--- config.mk ---
export PLATFORM = sky130hd
export DESIGN_NAME = sync_fifo_ctrl
export DESIGN_NICKNAME = d
export VERILOG_FILES = /design/src/rtl/fifo_pkg.sv /design/src/rtl/sfifo_ram.sv /design/src/rtl/sync_fifo_ctrl.sv
export SDC_FILE = /design/constraint.sdc
export NUM_CORES = 1
export LEC_CHECK = 0
export CELL_PAD_IN_SITES_DETAIL_PLACEMENT = 1
export CELL_PAD_IN_SITES_GLOBAL_PLACEMENT = 2
export CORE_UTILIZATION = 39
export CTS_BUF_LIST = sky130_fd_sc_hd__clkbuf_4 sky130_fd_sc_hd__clkbuf_8 sky130_fd_sc_hd__clkbuf_16
export CTS_CLUSTER_DIAMETER = 200
export DETAILED_ROUTE_END_ITERATION = 7
export PLACE_DENSITY = 0.75
export REMOVE_ABC_BUFFERS = 1
export SLEW_MARGIN = 10
export SYNTH_ARGS = -nofsm -noshare
export SYNTH_HDL_FRONTEND = slang
export SYNTH_HIERARCHICAL = 1
export SYNTH_SLANG_ARGS = --single-unit
export TNS_END_PERCENT = 50
--- constraint.sdc ---
create_clock -name clk -period 2.4 [get_ports clk]
set_input_delay 0.48 -clock clk [delete_from_list [all_inputs] [get_ports clk]]
set_output_delay 0.48 -clock clk [all_outputs]
set_load 0.005 [all_outputs]
--- src/rtl/fifo_pkg.sv ---
// Shared FIFO types and width helpers.
package fifo_pkg;

   typedef enum logic {
      FIFO_REG  = 1'b0,
      FIFO_FWFT = 1'b1
   } fifo_mode_e;

   function automatic int ptr_w(input int depth);
      return $clog2(depth) + 1;
   endfunction

   function automatic int cnt_w(input int depth);
      return $clog2(depth) + 1;
   endfunction

   function automatic bit is_pow2(input int v);
      return (v >= 2) && ((v & (v - 1)) == 0);
   endfunction

endpackage

--- src/rtl/sfifo_ram.sv ---
// FIFO storage: one clocked write port, one asynchronous read port.
module sfifo_ram #(
   parameter int WIDTH = 8,
   parameter int DEPTH = 16,
   parameter int AW    = $clog2(DEPTH)
) (
   input  logic             clk,
   input  logic             we,
   input  logic [AW-1:0]    waddr,
   input  logic [WIDTH-1:0] wdata,
   input  logic [AW-1:0]    raddr,
   output logic [WIDTH-1:0] rdata
);

   logic [WIDTH-1:0] r_mem [DEPTH];

   always_ff @(posedge clk) begin
      if (we) r_mem[waddr] <= wdata;
   end

   assign rdata = r_mem[raddr];

endmodule

--- src/rtl/sync_fifo_ctrl.sv ---
// Single-clock FIFO: pointers, fill count, flags, sticky errors,
// registered or first-word-fall-through read.
module sync_fifo_ctrl
   import fifo_pkg::*;
#(
   parameter int WIDTH     = 8,
   parameter int DEPTH     = 16,
   parameter int FWFT      = 0,
   parameter int AF_THRESH = DEPTH - 2,
   parameter int AE_THRESH = 2
) (
   input  logic               clk,
   input  logic               rst,
   input  logic               wr_rq,
   input  logic [WIDTH-1:0]   wdata,
   input  logic               rd_rq,
   output logic [WIDTH-1:0]   rdata,
   output logic               rvalid,
   output logic               full,
   output logic               empty,
   output logic               almost_full,
   output logic               almost_empty,
   output logic [$clog2(DEPTH):0] count,
   output logic               overflow,
   output logic               underflow,
   input  logic               clr_err
);

   localparam int AW = $clog2(DEPTH);
   localparam int PW = ptr_w(DEPTH);
   localparam int CW = cnt_w(DEPTH);
   localparam fifo_mode_e MODE = (FWFT != 0) ? FIFO_FWFT : FIFO_REG;

   typedef logic [PW-1:0] fifo_ptr_t;
   typedef logic [CW-1:0] fifo_cnt_t;

   localparam fifo_ptr_t PTR_ONE = fifo_ptr_t'(1);
   localparam fifo_cnt_t CNT_ONE = fifo_cnt_t'(1);
   localparam fifo_cnt_t AF_C    = fifo_cnt_t'(AF_THRESH);
   localparam fifo_cnt_t AE_C    = fifo_cnt_t'(AE_THRESH);

   if (!is_pow2(DEPTH)) begin : g_chk_depth
      $error("sync_fifo_ctrl: DEPTH must be a power of two >= 2");
   end
   if (!(AE_THRESH < AF_THRESH && AF_THRESH <= DEPTH)) begin : g_chk_thr
      $error("sync_fifo_ctrl: need AE_THRESH < AF_THRESH <= DEPTH");
   end
   if (WIDTH < 1) begin : g_chk_width
      $error("sync_fifo_ctrl: WIDTH must be >= 1");
   end

   fifo_ptr_t        r_wptr;
   fifo_ptr_t        r_rptr;
   fifo_cnt_t        r_count;
   logic             r_ovf;
   logic             r_udf;
   logic             w_full;
   logic             w_empty;
   logic             w_wr_acc;
   logic             w_rd_acc;
   logic [WIDTH-1:0] w_ram_rdata;

   // Same address with opposite wrap bits means the writer lapped the reader.
   assign w_empty  = (r_wptr == r_rptr);
   assign w_full   = (r_wptr[AW-1:0] == r_rptr[AW-1:0]) &&
                     (r_wptr[AW] != r_rptr[AW]);
   assign w_wr_acc = wr_rq & ~w_full;
   assign w_rd_acc = rd_rq & ~w_empty;

   sfifo_ram #(
      .WIDTH (WIDTH),
      .DEPTH (DEPTH),
      .AW    (AW)
   ) u_ram (
      .clk   (clk),
      .we    (w_wr_acc),
      .waddr (r_wptr[AW-1:0]),
      .wdata (wdata),
      .raddr (r_rptr[AW-1:0]),
      .rdata (w_ram_rdata)
   );

   always_ff @(posedge clk or posedge rst) begin
      if (rst) begin
         r_wptr  <= '0;
         r_rptr  <= '0;
         r_count <= '0;
      end else begin
         if (w_wr_acc) r_wptr <= r_wptr + PTR_ONE;
         if (w_rd_acc) r_rptr <= r_rptr + PTR_ONE;
         unique case ({w_wr_acc, w_rd_acc})
            2'b10:   r_count <= r_count + CNT_ONE;
            2'b01:   r_count <= r_count - CNT_ONE;
            default: r_count <= r_count;
         endcase
      end
   end

   // A new error event takes priority over a clear in the same cycle.
   always_ff @(posedge clk or posedge rst) begin
      if (rst) begin
         r_ovf <= 1'b0;
         r_udf <= 1'b0;
      end else begin
         r_ovf <= (wr_rq & w_full) | (r_ovf & ~clr_err);
         r_udf <= (rd_rq & w_empty) | (r_udf & ~clr_err);
      end
   end

   if (MODE == FIFO_FWFT) begin : g_fwft
      assign rdata  = w_ram_rdata;
      assign rvalid = ~w_empty;
   end else begin : g_reg
      logic [WIDTH-1:0] r_rdata;
      logic             r_rvalid;

      always_ff @(posedge clk or posedge rst) begin
         if (rst) begin
            r_rdata  <= '0;
            r_rvalid <= 1'b0;
         end else begin
            r_rvalid <= w_rd_acc;
            if (w_rd_acc) r_rdata <= w_ram_rdata;
         end
      end

      assign rdata  = r_rdata;
      assign rvalid = r_rvalid;
   end

   assign full         = w_full;
   assign empty        = w_empty;
   assign almost_full  = (r_count >= AF_C);
   assign almost_empty = (r_count <= AE_C);
   assign count        = r_count;
   assign overflow     = r_ovf;
   assign underflow    = r_udf;

endmodule

; Word level (Yosys, flattened, before mapping)
; Memory sizes are Yosys's and may differ from the RTL's. A register that Yosys moved wholly into a read port is not among the register bits.
; Index checks and enable logic that the tools add are counted.
; W data, S select, Z words.
[classes]
mux = 3
magnitude_cmp = 2
n_addsub = 4
n_reduce_logical = 2
bitwise_logic = 11
eq_ne = 5
[op_table]
columns = operator, n
row1 = $add A5 B1 Y5 const B, 3
row2 = $pmux W5 S2, 1
row3 = $and A1 B1 Y1, 6
row4 = $eq A5 B5 Y1, 1
row5 = $ge A5 B4 Y1 const B, 1
row6 = $le A5 B2 Y1 const B, 1
row7 = $sub A5 B1 Y5 const B, 1
row8 = $eq A4 B4 Y1, 1
row9 = $not A1 Y1, 3
row10 = $eq A2 B1 Y1 const B, 1
row11 = $eq A2 B2 Y1 const B, 1
row12 = $mux W1, 2
row13 = $or A1 B1 Y1, 2
row14 = $reduce_bool A2 Y1, 1
row15 = $logic_and A1 B1 Y1, 1
row16 = $ne A1 B1 Y1, 1
[totals]
ram_bits = 128
elab_cells = 34
inputBits = 13
ff_bits = 18
n_memories = 1
[memory_table]
columns = name, words, word_bits, read_ports, rd_ports_with_merged_regs, wr, line
row1 = u_ram.r_mem, 16, 8, 1, 1, 1, sfifo_ram.sv:15  ; logic [WIDTH-1:0] r_mem [DEPTH];

; Logic depth before layout (Yosys ltp)
; Gate-level depths: netlist of run 1.
[logic_depth]
ltp_word = 6
mapped_depth = 12
mapped_depth_nobuf = 11

; Cells and area by module
; Netlist of run 1, hierarchy kept.
[by_module_without_submodules]
columns = mod, area_per_inst_um2, instances, cells_each
row1 = sfifo_ram, 4987.3, 1, 221
row2 = sync_fifo_ctrl, 1363.8, 1, 112

; Worst setup path before layout of run 1
; No wires, ideal clock.
[synth_timing]
path_kind = reg2reg
start = register r_wptr[0]
end = register r_count[4] (netlist: count[4])
setup_time_ns = 0.154
path_stages_with_launch = 12
arrival_ns = 2.489
slack_ns = -0.244
t_required_ns = 2.246
cell_sequence = dfrtp_1 -> xnor2_1 -> nand4_1 -> o21ai_2 -> buf_6 -> inv_1 -> ha_1 -> ha_1 -> nor2b_1 -> o21a_1 -> o311ai_0 -> o311ai_0
[synth_via]
word_cells_on_any_way = 11
cone_classes = eq/ne (4) / mux (1) / bitwise (4) / reduce/logical (2)
[synth_rtl]
columns = element, line
row1 = from (decl), sync_fifo_ctrl.sv:52  ; fifo_ptr_t r_wptr;
row2 = from (signal assigned), sync_fifo_ctrl.sv:89  ; if (w_wr_acc) r_wptr <= r_wptr + PTR_ONE;
row3 = $eq A5 B5 Y1 (*), sync_fifo_ctrl.sv:64  ; assign w_empty = (r_wptr == r_rptr);
row4 = $not A1 Y1 (*), sync_fifo_ctrl.sv:68  ; assign w_rd_acc = rd_rq & ~w_empty;
row5 = $and A1 B1 Y1 (*), sync_fifo_ctrl.sv:68
row6 = net w_rd_acc, sync_fifo_ctrl.sv:60  ; logic w_rd_acc;
row7 = $eq A2 B1 Y1 or $eq A2 B2 Y1 (tied branches), sync_fifo_ctrl.sv:91  ; unique case ({w_wr_acc, w_rd_acc})
row8 = $pmux W5 S2 or $reduce_bool A2 Y1 (tied branches), -
row9 = to (signal assigned), sync_fifo_ctrl.sv:92  ; 2'b10: r_count <= r_count + CNT_ONE;
row10 = to (signal assigned), sync_fifo_ctrl.sv:93  ; 2'b01: r_count <= r_count - CNT_ONE;
row11 = to (signal assigned), sync_fifo_ctrl.sv:94  ; default: r_count <= r_count;
row12 = to (decl), sync_fifo_ctrl.sv:54  ; fifo_cnt_t r_count;
; The timed path passes the listed nets; every way through them passes the cells marked *.
; A chain may end at the register's enable or synchronous reset.

; Worst setup path after layout of run 1
[layout_timing]
start = register r_rptr[0]
end = register r_count[4] (netlist: count[4])
[layout_via]
elab_chain_cells = 6
word_cells_on_any_way = 11
cone_classes = eq/ne (4) / mux (1) / bitwise (4) / reduce/logical (2)
[layout_lines]
columns = element, line
row1 = from (decl), sync_fifo_ctrl.sv:53  ; fifo_ptr_t r_rptr;
row2 = from (signal assigned), sync_fifo_ctrl.sv:90  ; if (w_rd_acc) r_rptr <= r_rptr + PTR_ONE;
row3 = $eq A4 B4 Y1, sync_fifo_ctrl.sv:65  ; assign w_full = (r_wptr[AW-1:0] == r_rptr[AW-1:0]) &&
row4 = $logic_and A1 B1 Y1, sync_fifo_ctrl.sv:65
row5 = $not A1 Y1, sync_fifo_ctrl.sv:67  ; assign w_wr_acc = wr_rq & ~w_full;
row6 = $and A1 B1 Y1, sync_fifo_ctrl.sv:67
row7 = $eq A2 B1 Y1 or $eq A2 B2 Y1 (tied branches), sync_fifo_ctrl.sv:91
row8 = $pmux W5 S2 or $reduce_bool A2 Y1 (tied branches), -
; Several ways; a longest one is shown, not always the timed one.

==> impl_results.md, run 1 <==
* Synth Flop Type: edfxtp_1
* DR pass1 iterations at 4
* Initial Util at 39.98%
* Vias in the first global route at 3532
* Post-synth top cells: edfxtp_1 (128), dfrtp_1 (26), mux4_2 (18)
* Synth Area in XOR/XNOR at 2.187%
* Critical path endpoint category: flip-flop
* Simple-gate share of the synthesized area at 3.940%
* Fin nets at 439
* Largest net degree at the start of global routing at 36
* Leak at 2.783 nW
* Post-synthesis adder-cell area fraction at 1.497%
* RSZ-0062 raised after global routing: yes
* Largest family of logic cells by synthesized area: multiplexers
* Worst Max-Slew Pin Slew at 0.6038 ns
* Drt via density at 5.181
* Worst hold path type: in -> async
* Reg-to-reg endpoint: count[4]
* I/O pin cnt at 33
* Type of the worst setup path: reg -> reg
* Die W at 129.6 um
* Area delta synth->final at 23.48%
* CP Data Required Time at 2.72 ns
* Worst setup SP type: flip-flop
* PwrDens at 1225 mW/mm^2
* Die height at 129.6 um
* DR iter-0 viols at 236
* Total CTS buffers at 17
* Reg2reg path depth at 11
* First-pass GRT wire length at 20280 um
* Top achievable clock speed at 0.4352 GHz
* Synth area leaders: edfxtp_1 (61%), dfrtp_1 (10%), mux4_2 (6.4%), mux4_1 (5.8%), a22oi_1 (1.9%)
* CTS tree: yes
* Maximum clock insertion buffer count at 2
* Worst Skew at 0.007852 ns
* Fin crit period at 2.298 ns
* Final setup margin at 0.1023 ns
* Crit path arrival time at 2.62 ns
* Seq/Total Area, Yosys at 70.76%
* Rel. slew slack at 59.62%
* Post-Synthesis Cells at 333
* Yosys Warn Count at 6
* Via Count at 3357
* Mux contribution to synthesized area at 14.76%
* Share of cells above drive strength 1 at 28.47%
* Port bufs at 32
* Crit path max fanout at 4
* Flop pwr share at 37.6%
* Syn avg cell area at 19.07 sq um
* H-tree levels at 4
* Final hold slack at 0.2761 ns
* Post-synth ARST share at 16.88%
* R2r setup slk at 0.10 ns
* Synth unique cells at 45
* Clock power share at 26.2%
* CTS root buf: clkbuf_16
* Final setup vio count at 0
* Final hold vios at 0
* Max cap viols at 0
* RePlAce Congestion at 0.7342
* Clk_lat worst skew at 0.42 ns
* Final core utilization at 49.37%
* Filler Cell Count at 1527
* P_sw at 2.969 mW
* Yosys reg bits at 154
* Slowest CP cell: dfrtp_2
* Most common cell in the synthesized netlist: edfxtp_1
* Initial antenna violation count at 0
* Comb power frac at 36.2%
* DRC at 0
* Yosys top cell by area: edfxtp_1
* Gr usage total at 17.19%
* Max VDD drop at 0.5870 mV
* WP buf/inv at 2
* Full die area at 0.01680 sq mm
* Clk pin slew, worst setup/hold paths at 0.06 ns
* Ant. Diodes at 0
* Design Area, Final at 0.007843 sq mm
* Switch share at 30.90%
* Place WS at -0.2602 ns
* HPWL after detailed placement at 8463 um
* CP Cell Sequence: xnor2_1, nand4_1, buf_4, o21ai_4, ha_4, inv_1, fa_2, nor2b_2, o21a_1, o21ai_0, o311ai_1
* Fin. max-slew vios at 0
* Top Family by Delay on Critical Path: compound AO/OA/AOI/OAI gates
* Outcome: finished, final reports clean
* Clock sink total at 154
* WL per Instance at 21.01 um
* Slowest Stage Delay on Critical Path at 0.41 ns
* Cell internal pwr at 6.640 mW
* Tcrit/Tclk final at 95.74%
* R2r startpoint: r_rptr[0]
* Cell Area, Placed at 0.007179 sq mm
* Cell Area, Synth at 0.006351 sq mm
* Core area at 0.01589 sq mm
* Row count at 46
* Yosys top cell area share at 60.52%
* Hold bufs inserted after CTS at 0
* Routed Antenna Nets at 0
* Critical path launch point: r_rptr[0]
* Total Wirelength at 13620 um
* Post-synthesis compound-gate area fraction at 4.610%
* EDFF count, synth at 128
* Global route total overflow at 0
-- through the flow --
step,cells,setup TNS [ns],power (mW)
floorplan,320,-101.94,5.562
global placement,614,-1.518,6.860
detailed placement,614,-2.735,6.963
CTS,647,0,9.578
global route,648,-0.09392,10.11
finish,648,0,9.609
-- how the worst max path moves through the flow --
| stage | to | cells after the start |
|---|---|---|
| final | count[4] | 11 |
| after global routing | count[4] | 11 |
| after CTS | count[4] | 11 |
| after detailed placement | count[4] | 8 |
| after global placement | count[4] | 8 |
| after floorplan | count[4] | 10 |
-- placed cells by master, fill, tap and decap left out, types with 11 or more instances in the layout --
| cell type | synthesis | layout |
|---|---|---|
| nor2_1 | 17 | 16 |
| edfxtp_1 | 128 | 128 |
| dfrtp_1 | 26 | 25 |
| clkbuf_16 | 0 | 17 |
| nand2_1 | 15 | 15 |
| buf_4 | 2 | 47 |
| clkdlybuf4s50_1 | 0 | 30 |
| mux4_2 | 18 | 18 |
| a22oi_1 | 16 | 16 |
| xnor2_1 | 12 | 11 |
| mux4_1 | 14 | 14 |
-- power groups by stage --
| stage | combinational, mW | sequential (mW) | clock [mW] |
|---|---|---|---|
| 3_5_place_dp | 3.34 | 3.63 | 0 |
| 6_report | 3.48 | 3.61 | 2.52 |
| 4_1_cts | 3.41 | 3.59 | 2.58 |
| 3_3_place_gp | 3.26 | 3.60 | 0 |
| 2_1_floorplan | 1.73 | 3.83 | 0 |
| 5_1_grt | 3.78 | 3.66 | 2.66 |
-- routing by layer --
layer | wire [um] | part of all wire (%) | global-route usage, %
met1 | 6003 | 44 | 22.28
met2 | 7031 | 52 | 28.53
met3 | 505 | 3.7 | 4.500
met4 | 77 | 0.57 | 4.925
met5 | 0 | 0 | 0
-- area by class of cell --
class	instances	area (sq um)	area share, %
Tap cell	216	270.3	3.446
Clock inverter	13	117.6	1.500
Multi-Input combinational cell	157	1803	22.99
Sequential cell	154	4496	57.32
Inverter	9	33.78	0.4308
Timing Repair Buffer	80	681.9	8.695
Clock buffer	19	440.4	5.616
-- state kept, by name, indices dropped and copies added (netlist names) --
signal	flops
overflow	1
rdata	8
u_ram/r_mem	128
r_wptr	5
count	5
underflow	1
rvalid	1
r_rptr	5
-- cell families (layout without fill, tap and decap cells) --
| group | count (synthesis) | count (layout) |
|---|---|---|
| xor gates and xnor gates | 15 | 15 |
| adders and majority gates | 7 | 7 |
| AOI/OAI and AO/OA | 38 | 38 |
| and+or+nand+nor | 53 | 53 |
| muxes | 44 | 44 |
| DFF | 154 | 154 |
| buffers and inverters | 22 | 121 |
-- timing repair --
action | CTS | global route
cloned | 0 | 0
endpoints found under the setup margin | 30 | 12
gates resized for setup | 9 | 12
pin swaps | 3 | 6
buffers inserted | 1 | 1
Note: power is estimated with default switching activity, not from simulation.
==> inputs of run 2 (changes only) <==
--- a/config.mk
+++ b/config.mk
@@ -13,6 +13,7 @@
 export DETAILED_ROUTE_END_ITERATION = 7
 export PLACE_DENSITY = 0.75
 export REMOVE_ABC_BUFFERS = 1
+export SETUP_SLACK_MARGIN = 0.4
 export SLEW_MARGIN = 10
 export SYNTH_ARGS = -nofsm -noshare
 export SYNTH_HDL_FRONTEND = slang
==> run 2 against run 1 <==
Combinational power increased by 34%. Via count rose by 4.5%. Sequential power barely moved. Largest power group is now combinational cells.
==> impl_results.md, run 2 (synthesized netlist as in run 1, its figures left out) <==
* Clk pin slew, worst setup/hold paths at 0.07 ns
* Via Count at 3507
* CTS tree: yes
* Final setup vio count at 0
* Largest net degree at the start of global routing at 36
* I/O pin cnt at 33
* Filler Cell Count at 1480
* Worst setup SP type: flip-flop
* Critical path launch point: r_rptr[0]
* Commonest non-fill, non-tap cell in the layout: edfxtp_1
* CTS root buf: clkbuf_16
* Multi-input gate area at 0.001949 sq mm
* First-pass GRT wire length at 22110 um
* R2r startpoint: r_rptr[0]
* Reg2reg path depth at 10
* Fin. max-slew vios at 0
* Crit path max fanout at 4
* Crit path arrival time at 2.63 ns
* Max VDD drop at 0.5898 mV
* Row count at 46
* Crit path capture: count[4]
* RePlAce Congestion at 0.7342
* Maximum clock insertion buffer count at 2
* Finished Layout Cells at 673
* Total CTS buffers at 17
* Initial antenna violation count at 0
* Routed Antenna Nets at 0
* Area delta synth->final at 32.60%
* Clk_lat worst skew at 0.43 ns
* Die W at 129.6 um
* Clock sink total at 154
* Tcrit/Tclk final at 97.13%
* Final hold vios at 0
* Port bufs at 32
* Critical path endpoint category: flip-flop
* H-tree levels at 4
* DRC at 0
* Vias in the first global route at 3719
* Reg-to-reg endpoint: count[4]
* Outcome: finished, final reports clean
* Rel. slew slack at 58.91%
* DR iter-0 viols at 237
* Leak at 2.936 nW
* Reg with most FFs: u_ram/r_mem
* Worst hold path type: in -> async
* Core area at 0.01589 sq mm
* Fin crit period at 2.331 ns
* HPWL after detailed placement at 8463 um
* Hold bufs inserted after CTS at 0
* Max cap viols at 0
* Full die area at 0.01680 sq mm
* Top achievable clock speed at 0.4290 GHz
* PwrDens at 1283 mW/mm^2
* Most frequent cells in the layout: edfxtp_1 (128), buf_4 (33), mux4_2 (31)
* Initial Util at 39.98%
* Final hold slack at 0.2761 ns
* Share of cells above drive strength 1 at 43.98%
* Worst Max-Slew Pin Slew at 0.6144 ns
* Die height at 129.6 um
* Sum Neg Setup Slack at 0 ns
* Drt via density at 5.211
* Type of the worst setup path: reg -> reg
* CP Data Required Time at 2.70 ns
* WL per Instance at 22.14 um
* Gr usage total at 18.84%
* Total Wirelength at 14900 um
* Global route total overflow at 0
* Ant. Diodes at 0
* Max reg flops at 128
* Reg area at 0.004497 sq mm
* Dpl cells at 614
* RSZ-0062 raised after global routing: yes
* Worst Skew at 0.01053 ns
* Fin nets at 464
* R2r setup slk at 0.07 ns
* DR pass1 iterations at 4
* Final core utilization at 53.02%
-- run 2: worst min path at each step --
stage	from	endpoint	slack, ns	cells after the start
4_1_cts	rst	rdata[4]	0.26	2
6_report	rst	rdata[4]	0.28	2
5_1_grt	rst	rdata[4]	0.29	2
3_5_place_dp	rdata[1]	rdata[1]	0.50	1
3_3_place_gp	overflow	overflow	0.49	1
2_1_floorplan	overflow	overflow	0.50	1
-- run 2: final cells by class --
| class | instances | share of cell area [%] |
|---|---|---|
| clock buffers | 19 | 5.230 |
| repair buffers | 105 | 13.19 |
| inverters | 9 | 0.4308 |
| clock inverters | 13 | 1.397 |
| multi-input cells | 157 | 23.15 |
| flip-flops and latches | 154 | 53.39 |
| well taps | 216 | 3.209 |
-- run 2: layer usage --
metal / vias to the layer above / GRT usage (%) / wire (um)
met5: - / 0 / 0
li1: 1558 / - / -
met1: 1840 / 24.25 / 6279
met2: 93 / 31.93 / 7836
met3: 16 / 4.253 / 603
met4: 0 / 5.540 / 180
-- run 2: power breakdown --
part | internal (mW) | total, mW | switching (mW)
Clock | 1.45 | 2.53 | 1.08
Combinational | 2.54 | 4.65 | 2.11
Sequential | 3.35 | 3.62 | 0.266
Total | 7.35 | 10.8 | 3.45
-- run 2: per-stage QoR --
stage	area [sq um]	total power [mW]	setup WS (ns)
5_1_grt	8422	11.31	-0.04241
6_report	8422	10.80	0.06884
2_1_floorplan	6242	5.562	-1.770
3_3_place_gp	7179	6.860	-0.2017
3_5_place_dp	7179	6.963	-0.2602
4_1_cts	8205	10.48	0.1082
-- run 2: worst max-delay path: stages (launching register included) --
cell,delay (ns)
dfrtp_2,0.42
xnor2_1,0.14
nand4_1,0.15
buf_4,0.18
o21ai_4,0.19
ha_4,0.21
ha_4,0.21
nor2b_4,0.12
o21a_1,0.21
o311ai_2,0.22
o311ai_1,0.14
-- run 2: timing repair --
item,4_1_cts,5_1_grt
gates cloned,3,0
resized for setup,84,52
buffers inserted,20,4
pin swaps,24,30
setup endpoints to repair,144,146
==> inputs of run 3 (changes only) <==
--- a/config.mk
+++ b/config.mk
@@ -9,7 +9,7 @@
 export CELL_PAD_IN_SITES_GLOBAL_PLACEMENT = 2
 export CORE_UTILIZATION = 39
 export CTS_BUF_LIST = sky130_fd_sc_hd__clkbuf_4 sky130_fd_sc_hd__clkbuf_8 sky130_fd_sc_hd__clkbuf_16
-export CTS_CLUSTER_DIAMETER = 200
+export CTS_CLUSTER_DIAMETER = 30
 export DETAILED_ROUTE_END_ITERATION = 7
 export PLACE_DENSITY = 0.75
 export REMOVE_ABC_BUFFERS = 1
==> results of run 3 <==
Final layout, timing and power as in run 2 (identical DEF).
